==> src/rtl/ir_pkg.sv <==
// Shared definitions for the instruction-register assembler: default widths,
// the CPU opcode map, the default short-opcode mask and the FSM state type.
package ir_pkg;

    localparam int BUS_W_DEF  = 8;
    localparam int BEATS_DEF  = 2;
    localparam int OP_W_DEF   = 3;
    localparam int ADDR_W_DEF = 13;

    localparam logic [OP_W_DEF-1:0] OP_HLT = 3'd0;
    localparam logic [OP_W_DEF-1:0] OP_SKZ = 3'd1;
    localparam logic [OP_W_DEF-1:0] OP_ADD = 3'd2;
    localparam logic [OP_W_DEF-1:0] OP_AND = 3'd3;
    localparam logic [OP_W_DEF-1:0] OP_XOR = 3'd4;
    localparam logic [OP_W_DEF-1:0] OP_LDA = 3'd5;
    localparam logic [OP_W_DEF-1:0] OP_STO = 3'd6;
    localparam logic [OP_W_DEF-1:0] OP_JMP = 3'd7;

    // Every opcode of the base ISA carries a full address, so none is short.
    localparam logic [2**OP_W_DEF-1:0] SHORT_MASK_DEF = '0;

    typedef enum logic {
        IDLE    = 1'b0,
        COLLECT = 1'b1
    } ir_state_e;

endpackage

==> src/rtl/ir_assembler_if.sv <==
// Beat-in / instruction-out channel between the data bus, the instruction
// register and the controller. The assembler takes the slave side.
interface ir_assembler_if
    import ir_pkg::*;
#(
    parameter int BUS_W  = BUS_W_DEF,
    parameter int BEATS  = BEATS_DEF,
    parameter int OP_W   = OP_W_DEF,
    parameter int ADDR_W = ADDR_W_DEF
) ();

    localparam int IDX_W = $clog2(BEATS);

    logic              load_ir;
    logic [BUS_W-1:0]  data;
    logic              flush;
    logic              ir_ack;
    logic              load_ready;
    logic              ir_valid;
    logic [OP_W-1:0]   opcode;
    logic [ADDR_W-1:0] ir_addr;
    logic [IDX_W-1:0]  beat_idx;

    modport master (
        output load_ir, data, flush, ir_ack,
        input  load_ready, ir_valid, opcode, ir_addr, beat_idx
    );

    modport slave (
        input  load_ir, data, flush, ir_ack,
        output load_ready, ir_valid, opcode, ir_addr, beat_idx
    );

endinterface

==> src/rtl/ir_beat_shifter.sv <==
// Assembly register: writes one BUS_W slice big-endian at a beat index and
// exposes the would-be word so the caller can capture it on the same edge.
module ir_beat_shifter #(
    parameter int BUS_W = 8,
    parameter int BEATS = 2,
    parameter int IDX_W = $clog2(BEATS)
) (
    input  logic                   clk,
    input  logic                   rst_n,
    input  logic                   wr_en,
    input  logic                   zero_fill,
    input  logic [IDX_W-1:0]       idx,
    input  logic [BUS_W-1:0]       slice,
    output logic [BUS_W*BEATS-1:0] word_next
);

    localparam int WORD_W = BUS_W * BEATS;

    logic [WORD_W-1:0] word;

    always_comb begin
        // NOTE: every always_comb output gets a default first so no path can infer a latch.
        word_next = zero_fill ? '0 : word;
        for (int k = 0; k < BEATS; k++) begin
            if (idx == IDX_W'(k)) begin
                word_next[BUS_W*(BEATS-1-k) +: BUS_W] = slice;
            end
        end
    end

    always_ff @(posedge clk or negedge rst_n) begin
        // NOTE: registers use non-blocking assignments so every flop samples pre-edge values.
        if (!rst_n) begin
            word <= '0;
        end else if (wr_en) begin
            word <= word_next;
        end
    end

endmodule

==> src/rtl/ir_assembler.sv <==
// Instruction register that assembles one opcode+address word from BEATS
// narrow bus beats, with short opcodes, flush and valid/ack back-pressure.
module ir_assembler
    import ir_pkg::*;
#(
    parameter int                  BUS_W      = BUS_W_DEF,
    parameter int                  BEATS      = BEATS_DEF,
    parameter int                  OP_W       = OP_W_DEF,
    parameter int                  ADDR_W     = ADDR_W_DEF,
    parameter logic [2**OP_W-1:0]  SHORT_MASK = (2**OP_W)'(SHORT_MASK_DEF)
) (
    input logic          clk,
    input logic          rst_n,
    ir_assembler_if.slave bus
);

    localparam int WORD_W = BUS_W * BEATS;
    localparam int IDX_W  = $clog2(BEATS);
    localparam logic [IDX_W-1:0] LAST_IDX = IDX_W'(BEATS - 1);

    ir_state_e         state, state_next;
    logic [IDX_W-1:0]  beat_idx, idx_next;

    logic              is_short;
    logic              final_beat;
    logic              load_ready;
    logic              accept;
    logic              complete;
    logic              zero_fill;

    logic              ir_valid;
    logic [OP_W-1:0]   opcode;
    logic [ADDR_W-1:0] ir_addr;
    logic [WORD_W-1:0] word_next;
    logic [OP_W-1:0]   data_op;

    assign data_op = bus.data[BUS_W-1 -: OP_W];

    always_ff @(posedge clk or negedge rst_n) begin
        if (!rst_n) begin
            state    <= IDLE;
            beat_idx <= '0;
        end else begin
            state    <= state_next;
            beat_idx <= idx_next;
        end
    end

    always_comb begin
        state_next = state;
        idx_next   = beat_idx;
        if (bus.flush) begin
            state_next = IDLE;
            idx_next   = '0;
        end else if (accept) begin
            unique case (state)
                IDLE: begin
                    if (!is_short) begin
                        state_next = COLLECT;
                        idx_next   = IDX_W'(1);
                    end
                end
                COLLECT: begin
                    if (beat_idx == LAST_IDX) begin
                        state_next = IDLE;
                        idx_next   = '0;
                    end else begin
                        idx_next = beat_idx + IDX_W'(1);
                    end
                end
                default: begin
                    state_next = IDLE;
                    idx_next   = '0;
                end
            endcase
        end
    end

    // Only the beat that would complete an instruction is stalled; earlier
    // beats keep collecting while the previous instruction waits for ack.
    always_comb begin
        is_short   = SHORT_MASK[data_op];
        final_beat = (state == COLLECT) ? (beat_idx == LAST_IDX) : is_short;
        load_ready = !(ir_valid && !bus.ir_ack && final_beat);
        accept     = bus.load_ir && load_ready && !bus.flush;
        complete   = accept && final_beat;
        zero_fill  = (state == IDLE) && is_short;
    end

    ir_beat_shifter #(
        .BUS_W (BUS_W),
        .BEATS (BEATS),
        .IDX_W (IDX_W)
    ) u_shifter (
        .clk       (clk),
        .rst_n     (rst_n),
        .wr_en     (accept),
        .zero_fill (zero_fill),
        .idx       (beat_idx),
        .slice     (bus.data),
        .word_next (word_next)
    );

    // Outputs load from the post-write word so a completed instruction is
    // visible on the very edge that samples its last beat.
    always_ff @(posedge clk or negedge rst_n) begin
        if (!rst_n) begin
            ir_valid <= 1'b0;
            opcode   <= '0;
            ir_addr  <= '0;
        end else if (bus.flush) begin
            ir_valid <= 1'b0;
        end else if (complete) begin
            ir_valid <= 1'b1;
            opcode   <= word_next[WORD_W-1 -: OP_W];
            ir_addr  <= word_next[ADDR_W-1:0];
        end else if (bus.ir_ack) begin
            ir_valid <= 1'b0;
        end
    end

    assign bus.load_ready = load_ready;
    assign bus.ir_valid   = ir_valid;
    assign bus.opcode     = opcode;
    assign bus.ir_addr    = ir_addr;
    assign bus.beat_idx   = beat_idx;

endmodule

==> src/flat_wrapper.sv <==
// flat-port wrapper written by rule: the top's interface ports become plain ports
module ir_assembler_flat import ir_pkg::*;
#(
    parameter int                  BUS_W      = BUS_W_DEF,
    parameter int                  BEATS      = BEATS_DEF,
    parameter int                  OP_W       = OP_W_DEF,
    parameter int                  ADDR_W     = ADDR_W_DEF,
    parameter logic [2**OP_W-1:0]  SHORT_MASK = (2**OP_W)'(SHORT_MASK_DEF)
)
  (clk, rst_n, bus_load_ir, bus_data, bus_flush, bus_ir_ack, bus_load_ready, bus_ir_valid, bus_opcode, bus_ir_addr, bus_beat_idx);
  ir_assembler_if #(.BUS_W(BUS_W), .BEATS(BEATS), .OP_W(OP_W), .ADDR_W(ADDR_W)) bus_i ();
  input logic clk;
  input logic rst_n;
  input wire logic [$bits(bus_i.load_ir)-1:0] bus_load_ir;
  input wire logic [$bits(bus_i.data)-1:0] bus_data;
  input wire logic [$bits(bus_i.flush)-1:0] bus_flush;
  input wire logic [$bits(bus_i.ir_ack)-1:0] bus_ir_ack;
  output wire logic [$bits(bus_i.load_ready)-1:0] bus_load_ready;
  output wire logic [$bits(bus_i.ir_valid)-1:0] bus_ir_valid;
  output wire logic [$bits(bus_i.opcode)-1:0] bus_opcode;
  output wire logic [$bits(bus_i.ir_addr)-1:0] bus_ir_addr;
  output wire logic [$bits(bus_i.beat_idx)-1:0] bus_beat_idx;
  assign bus_i.load_ir = bus_load_ir;
  assign bus_i.data = bus_data;
  assign bus_i.flush = bus_flush;
  assign bus_i.ir_ack = bus_ir_ack;
  assign bus_load_ready = bus_i.load_ready;
  assign bus_ir_valid = bus_i.ir_valid;
  assign bus_opcode = bus_i.opcode;
  assign bus_ir_addr = bus_i.ir_addr;
  assign bus_beat_idx = bus_i.beat_idx;
  ir_assembler #(.BUS_W(BUS_W), .BEATS(BEATS), .OP_W(OP_W), .ADDR_W(ADDR_W), .SHORT_MASK(SHORT_MASK)) u_core (.clk(clk), .rst_n(rst_n), .bus(bus_i));
endmodule
==> config.mk <==
export PLATFORM = sky130hd
export DESIGN_NAME = ir_assembler_flat
export DESIGN_NICKNAME = d
export VERILOG_FILES = /design/src/rtl/ir_pkg.sv /design/src/rtl/ir_assembler_if.sv /design/src/rtl/ir_beat_shifter.sv /design/src/rtl/ir_assembler.sv /design/src/flat_wrapper.sv
export SDC_FILE = /design/constraint.sdc
export NUM_CORES = 1
export LEC_CHECK = 0
export ABC_AREA = 1
export CAP_MARGIN = 10
export CORE_ASPECT_RATIO = 0.9
export CORE_MARGIN = 3
export CORE_UTILIZATION = 45
export CTS_CLUSTER_SIZE = 8
export DETAILED_ROUTE_END_ITERATION = 16
export PLACE_DENSITY = 0.72
export RECOVER_POWER = 50
export SETUP_SLACK_MARGIN = 0.15
export SLEW_MARGIN = 20
export SYNTH_ARGS = -nofsm -noshare
export SYNTH_HDL_FRONTEND = slang
export SYNTH_SLANG_ARGS = --single-unit
==> constraint.sdc <==
create_clock -name clk -period 3.3 [get_ports clk]
set_input_delay 0.495 -clock clk [delete_from_list [all_inputs] [get_ports clk]]
set_output_delay 0.495 -clock clk [all_outputs]
set_load 0.1 [all_outputs]
# Word level (Yosys, flattened, before mapping)
# Memories as Yosys holds them, arrays and structs flattened.
# Cells that the tools add are included.
dict set report totals {
  n_memories 1
  register_bits 35
  elab_cells 43
  romBits 8
}
# memory words word_bits read_ports rd_ports_with_merged_regs write_ports line_no
set mem_list {}
lappend mem_list {{(no name shown)} 8 1 1 0 0 ir_assembler.sv:82} ;# is_short = SHORT_MASK[data_op];
dict set report classes {
  order_cmp 1
  n_eq_ne 1
  bitwise_logic 2
  n_addsub 1
  n_reduce_logical 13
  muxes 18
}
# cell count
set op_table {}
lappend op_table {{2-to-1 mux 16 bit} 1}
lappend op_table {{2-to-1 mux 8 bit} 2}
lappend op_table {{2-to-1 mux 1 bit} 13}
lappend op_table {{logical AND 1 bit} 6}
lappend op_table {{< comparator 3 x 4 -> 1 bit (second input constant)} 1}
lappend op_table {{one-hot mux 1 bit (2 select lines)} 2}
lappend op_table {{AND reduction 2 bit} 2}
lappend op_table {{logical NOT 1 bit} 3}
lappend op_table {{!= test 3 bit (second input constant)} 1}
lappend op_table {{nonzero test 3 bit} 1}
lappend op_table {{NOT 1 bit} 2}
lappend op_table {{nonzero test 2 bit} 1}
lappend op_table {{adder 1 bit (second input constant)} 1}

# Depth between registers and ports, before layout
dict set report depth {
  ltp_word 10
  mapped_depth 7
  depth_no_buf 5
}

# Hierarchy
# From an unflattened synthesis, not the netlist that was laid out.
dict set report unflattened {
  cells_unflattened 207
  area_unflattened_um2 1714.1
}
# mod area_each_um2 seq_area_each_um2 n_inst cells_each
set modules_own_cells {}
lappend modules_own_cells {ir_beat_shifter 903.4 400.4 1 121}
lappend modules_own_cells {ir_assembler 810.8 450.4 1 86}

# Least setup slack after synthesis
# Ideal clock, no wire load.
dict set report synth_timing {
  kind {register -> output}
  from {reg u_core.state}
  to {out bus_load_ready}
  arrival_time_ns 1.682
  stages_incl_launch_ff 4
  path_slack_ns 1.123
  path_cell_list {dfrtp_1 -> buf_6 -> nand3_4 -> buf_2}
}
dict set report synth_between {
  elab_chain_len 3
}
# item line_no
set synth_lines {}
lappend synth_lines {{start: declaration} ir_assembler.sv:21} ;# ir_state_e state, state_next;
lappend synth_lines {{start signal: assignment} ir_assembler.sv:44} ;# state <= state_next;
lappend synth_lines {{2-to-1 mux 1 bit} ir_assembler.sv:83} ;# final_beat = (state == COLLECT) ? (beat_idx == LAST_IDX) : is_short;
lappend synth_lines {{logical AND 1 bit} ir_assembler.sv:84} ;# load_ready = !(ir_valid && !bus.ir_ack && final_beat);
lappend synth_lines {{logical NOT 1 bit} ir_assembler.sv:84}
lappend synth_lines {{end: declaration} flat_wrapper.sv:18} ;# output wire logic [$bits(bus_i.load_ready)-1:0] bus_load_ready;
# No other way between the ends.

# Worst setup path after layout
dict set report layout_timing {
  from {reg u_core.ir_valid (netlist: u_core.bus.ir_valid)}
  to {out bus_ir_valid}
}
# item line_no
set layout_lines {}
lappend layout_lines {{start: declaration} ir_assembler.sv:31} ;# logic ir_valid;
lappend layout_lines {{start signal: assignment} ir_assembler.sv:108} ;# ir_valid <= 1'b0;
lappend layout_lines {{start signal: assignment} ir_assembler.sv:112} ;# ir_valid <= 1'b0;
lappend layout_lines {{start signal: assignment} ir_assembler.sv:114} ;# ir_valid <= 1'b1;
lappend layout_lines {{end: declaration} flat_wrapper.sv:19} ;# output wire logic [$bits(bus_i.ir_valid)-1:0] bus_ir_valid;
# No word-level cell between the ends.

==> results.ini <==
[outcome]
outcome=complete, but fails checks
violations=capacitance limit, slew limit

[floorplanning]
start_util_pct=48.70
die_x_um=67.90
die_h_um=61.71
io_pins=32
core_mm2=0.003186
dieArea_mm2=0.004189
rows=19

[global_route]
grt_start_max_net_pins=35
gr-total-overflow=0
track_usage_pct=18.63
antenna_found_initial=0
grt_pass1_wl_um=5526
grt_pass1_vias=1227

[detailed_routing]
vias=1313
drc=0
firstDrtPassIters=4
wl_met1_um=1391
wire_per_inst_um=13.02
top_layer=met4
drt_iter0_drc=72
via_per_inst=5.252
wl_um=3256
met2_length_um=1558
dr_wl_met3_um=228
final_antenna_net_count=0

[power]
power_frac_clock_pct=19.7
power.density_mw_per_mm2=813.6
power_switching_mw=0.7397
swShare_pct=46.97
pwr-share-seq_pct=35.9
p_int_mw=0.8350
cellLeakagePower_nw=0.9977
comb_power_share_pct=44.4
ir_drop_mv=0.3201
power.total_mw=1.575

[layout]
diodes=0
syn2layout_area_growth_pct=24.76
num-nets-final=220
nFillCells=296
drive_gt1_share_pct=7.692

[clock_tree]
clock_sinks=34
clock_latency_ns=0.29
cts_resized=0
hold_buffers=0
clk_pin_slew_worst_paths_ns=0.07
htree_levels=2
numCtsBuffers=5
cts_buffer_depth=2
ctsRootBufferMaster=clkbuf_8
cts_tree=yes
cts_setup_buffers=0

[logic_synthesis]
syn_avg_cell_area_um2=8.815
netlist_top_cells_count=83 x nand2_1, 34 x dfrtp_1, 24 x nand4_1, 9 x inv_1, 9 x o21ai_0
yosysTopAreaCell=dfrtp_1
synth_top_area_share_pct=54.84
ys_ff_latch=34
synthArstFlopShare_pct=100.0
ys_warn_count=0
synth_most_common_cell=nand2_1
synth_edf_count=0
ys.flop_type=dfrtp_1
synth.distinct_cells=15
synth.cell_area_mm2=0.001551
synth_top_cells_by_area=dfrtp_1 55%, nand2_1 20%, nand4_1 9.7%
ys_seq_area_share_pct=54.84
synth_cells=176
syn_nets=189

[sta]
maxSlewHeadroom_pct=-16.23
tightest_slew_ns=1.743
fin_crit_sh_pct=70.90
fin_crit_ns=2.340
setup_slack_ns=0.9603
tns_ns=0
finalMaxSlewViolations=35
hold_viol_final=0
setup_viol=0
fin_skew_ns=0.009589
rsz0062_at_grt=no
max_clock_freq_mhz=427.4

[worst_setup_path]
cp_top_family=buffers and inverters
path_cells=clkdlybuf4s50_1
end_kind=output pin
timing_worst_setup_path_type=flop to output pin
start_kind=flop
critPathRequiredTime_ns=2.80
critPathMaxFanout=3
cpMaxStageDelayCell=clkdlybuf4s50_1
arrival_ns=1.84
critPathBufInv=1
slowest_delay_ns=1.15

[placed_design]
portBuffers=31
place_ws_ns=1.118
gp_congestion=0.8110
post-dp-hpwl_um=2324

[hold_path]
hold_path_class=flop to flop

[run]
maxCapViolCount=1

flip-flops by register name, summed over array words and instances (netlist names):
register	cells
u_core.u_shifter.word	16
u_core.bus.ir_addr	13
u_core.bus.opcode	3
u_core.bus.ir_valid	1
u_core.state	1
path summary, 6_finish.rpt:
check                                  startpoint                     end  slack, ns  cells past startpoint
max                           u_core.bus.ir_valid            bus_ir_valid       0.96                      1
min                        u_core.bus.ir_addr[11]  u_core.bus.ir_addr[11]       0.47                      2
max reg2reg                          u_core.state   u_core.bus.ir_addr[6]       1.31                      5
min reg2reg                u_core.bus.ir_addr[11]  u_core.bus.ir_addr[11]       0.47                      2
max in group asynchronous                   rst_n   u_core.bus.ir_addr[5]       1.08                      2
min in group asynchronous                   rst_n   u_core.bus.ir_addr[9]       1.20                      2
routing by layer:
layer / vias up / global-route usage [%]
met5: - / 0
met4: 0 / 9.632
met3: 9 / 7.014
met2: 49 / 27.88
met1: 613 / 23.83
li1: 642 / -
power groups by stage:
stage               sequential [mW]  combinational, mW  clock, mW
CTS                           0.566              0.706      0.317
detailed placement            0.572              0.705          0
global route                  0.577              0.736      0.335
finish                        0.566              0.699      0.310
global placement              0.568              0.698          0
floorplan                     0.976              0.127          0
cells by family (layout without fill, tap and decap cells):
logic type | Yosys count | after routing | share of synthesized area (%)
simple gates | 113 | 113 | 35.16
flops | 34 | 34 | 54.84
buf+inv | 20 | 52 | 7.096
compound gates | 9 | 9 | 2.903
stage by stage:
| step | instances | instance area, um^2 | hold WS (ns) | util (%) |
|---|---|---|---|---|
| CTS | 250 | 1952 | 0.4756 | 61.27 |
| finish | 250 | 1936 | 0.4713 | 60.76 |
| detailed placement | 242 | 1861 | 0.4591 | 58.41 |
| floorplan | 176 | 1551 | 0.1994 | - |
| global placement | 242 | 1861 | 0.4540 | 58.41 |
| global route | 250 | 1936 | 0.4936 | 60.76 |
area by class of cell:
class                      count  area, um^2  area share [%]
multi-input combinational    122       578.1           29.86
tap                           42       52.55           2.715
clock buffer                   7       86.33           4.460
clock inverter                 1       5.005          0.2586
sequential                    34       850.8           43.96
inverter                      11       46.29           2.392
timing repair buffer          33       316.6           16.35
layout by cell type (no fill, tap or decap), types with 3 or more instances in the layout:
cell type and count:
nand2_1 83, dfrtp_1 34, clkdlybuf4s50_1 27, nand4_1 24
inv_1 9, o21ai_0 9, clkbuf_8 6, buf_4 3
No activity file was read; power rests on OpenSTA's default activity.
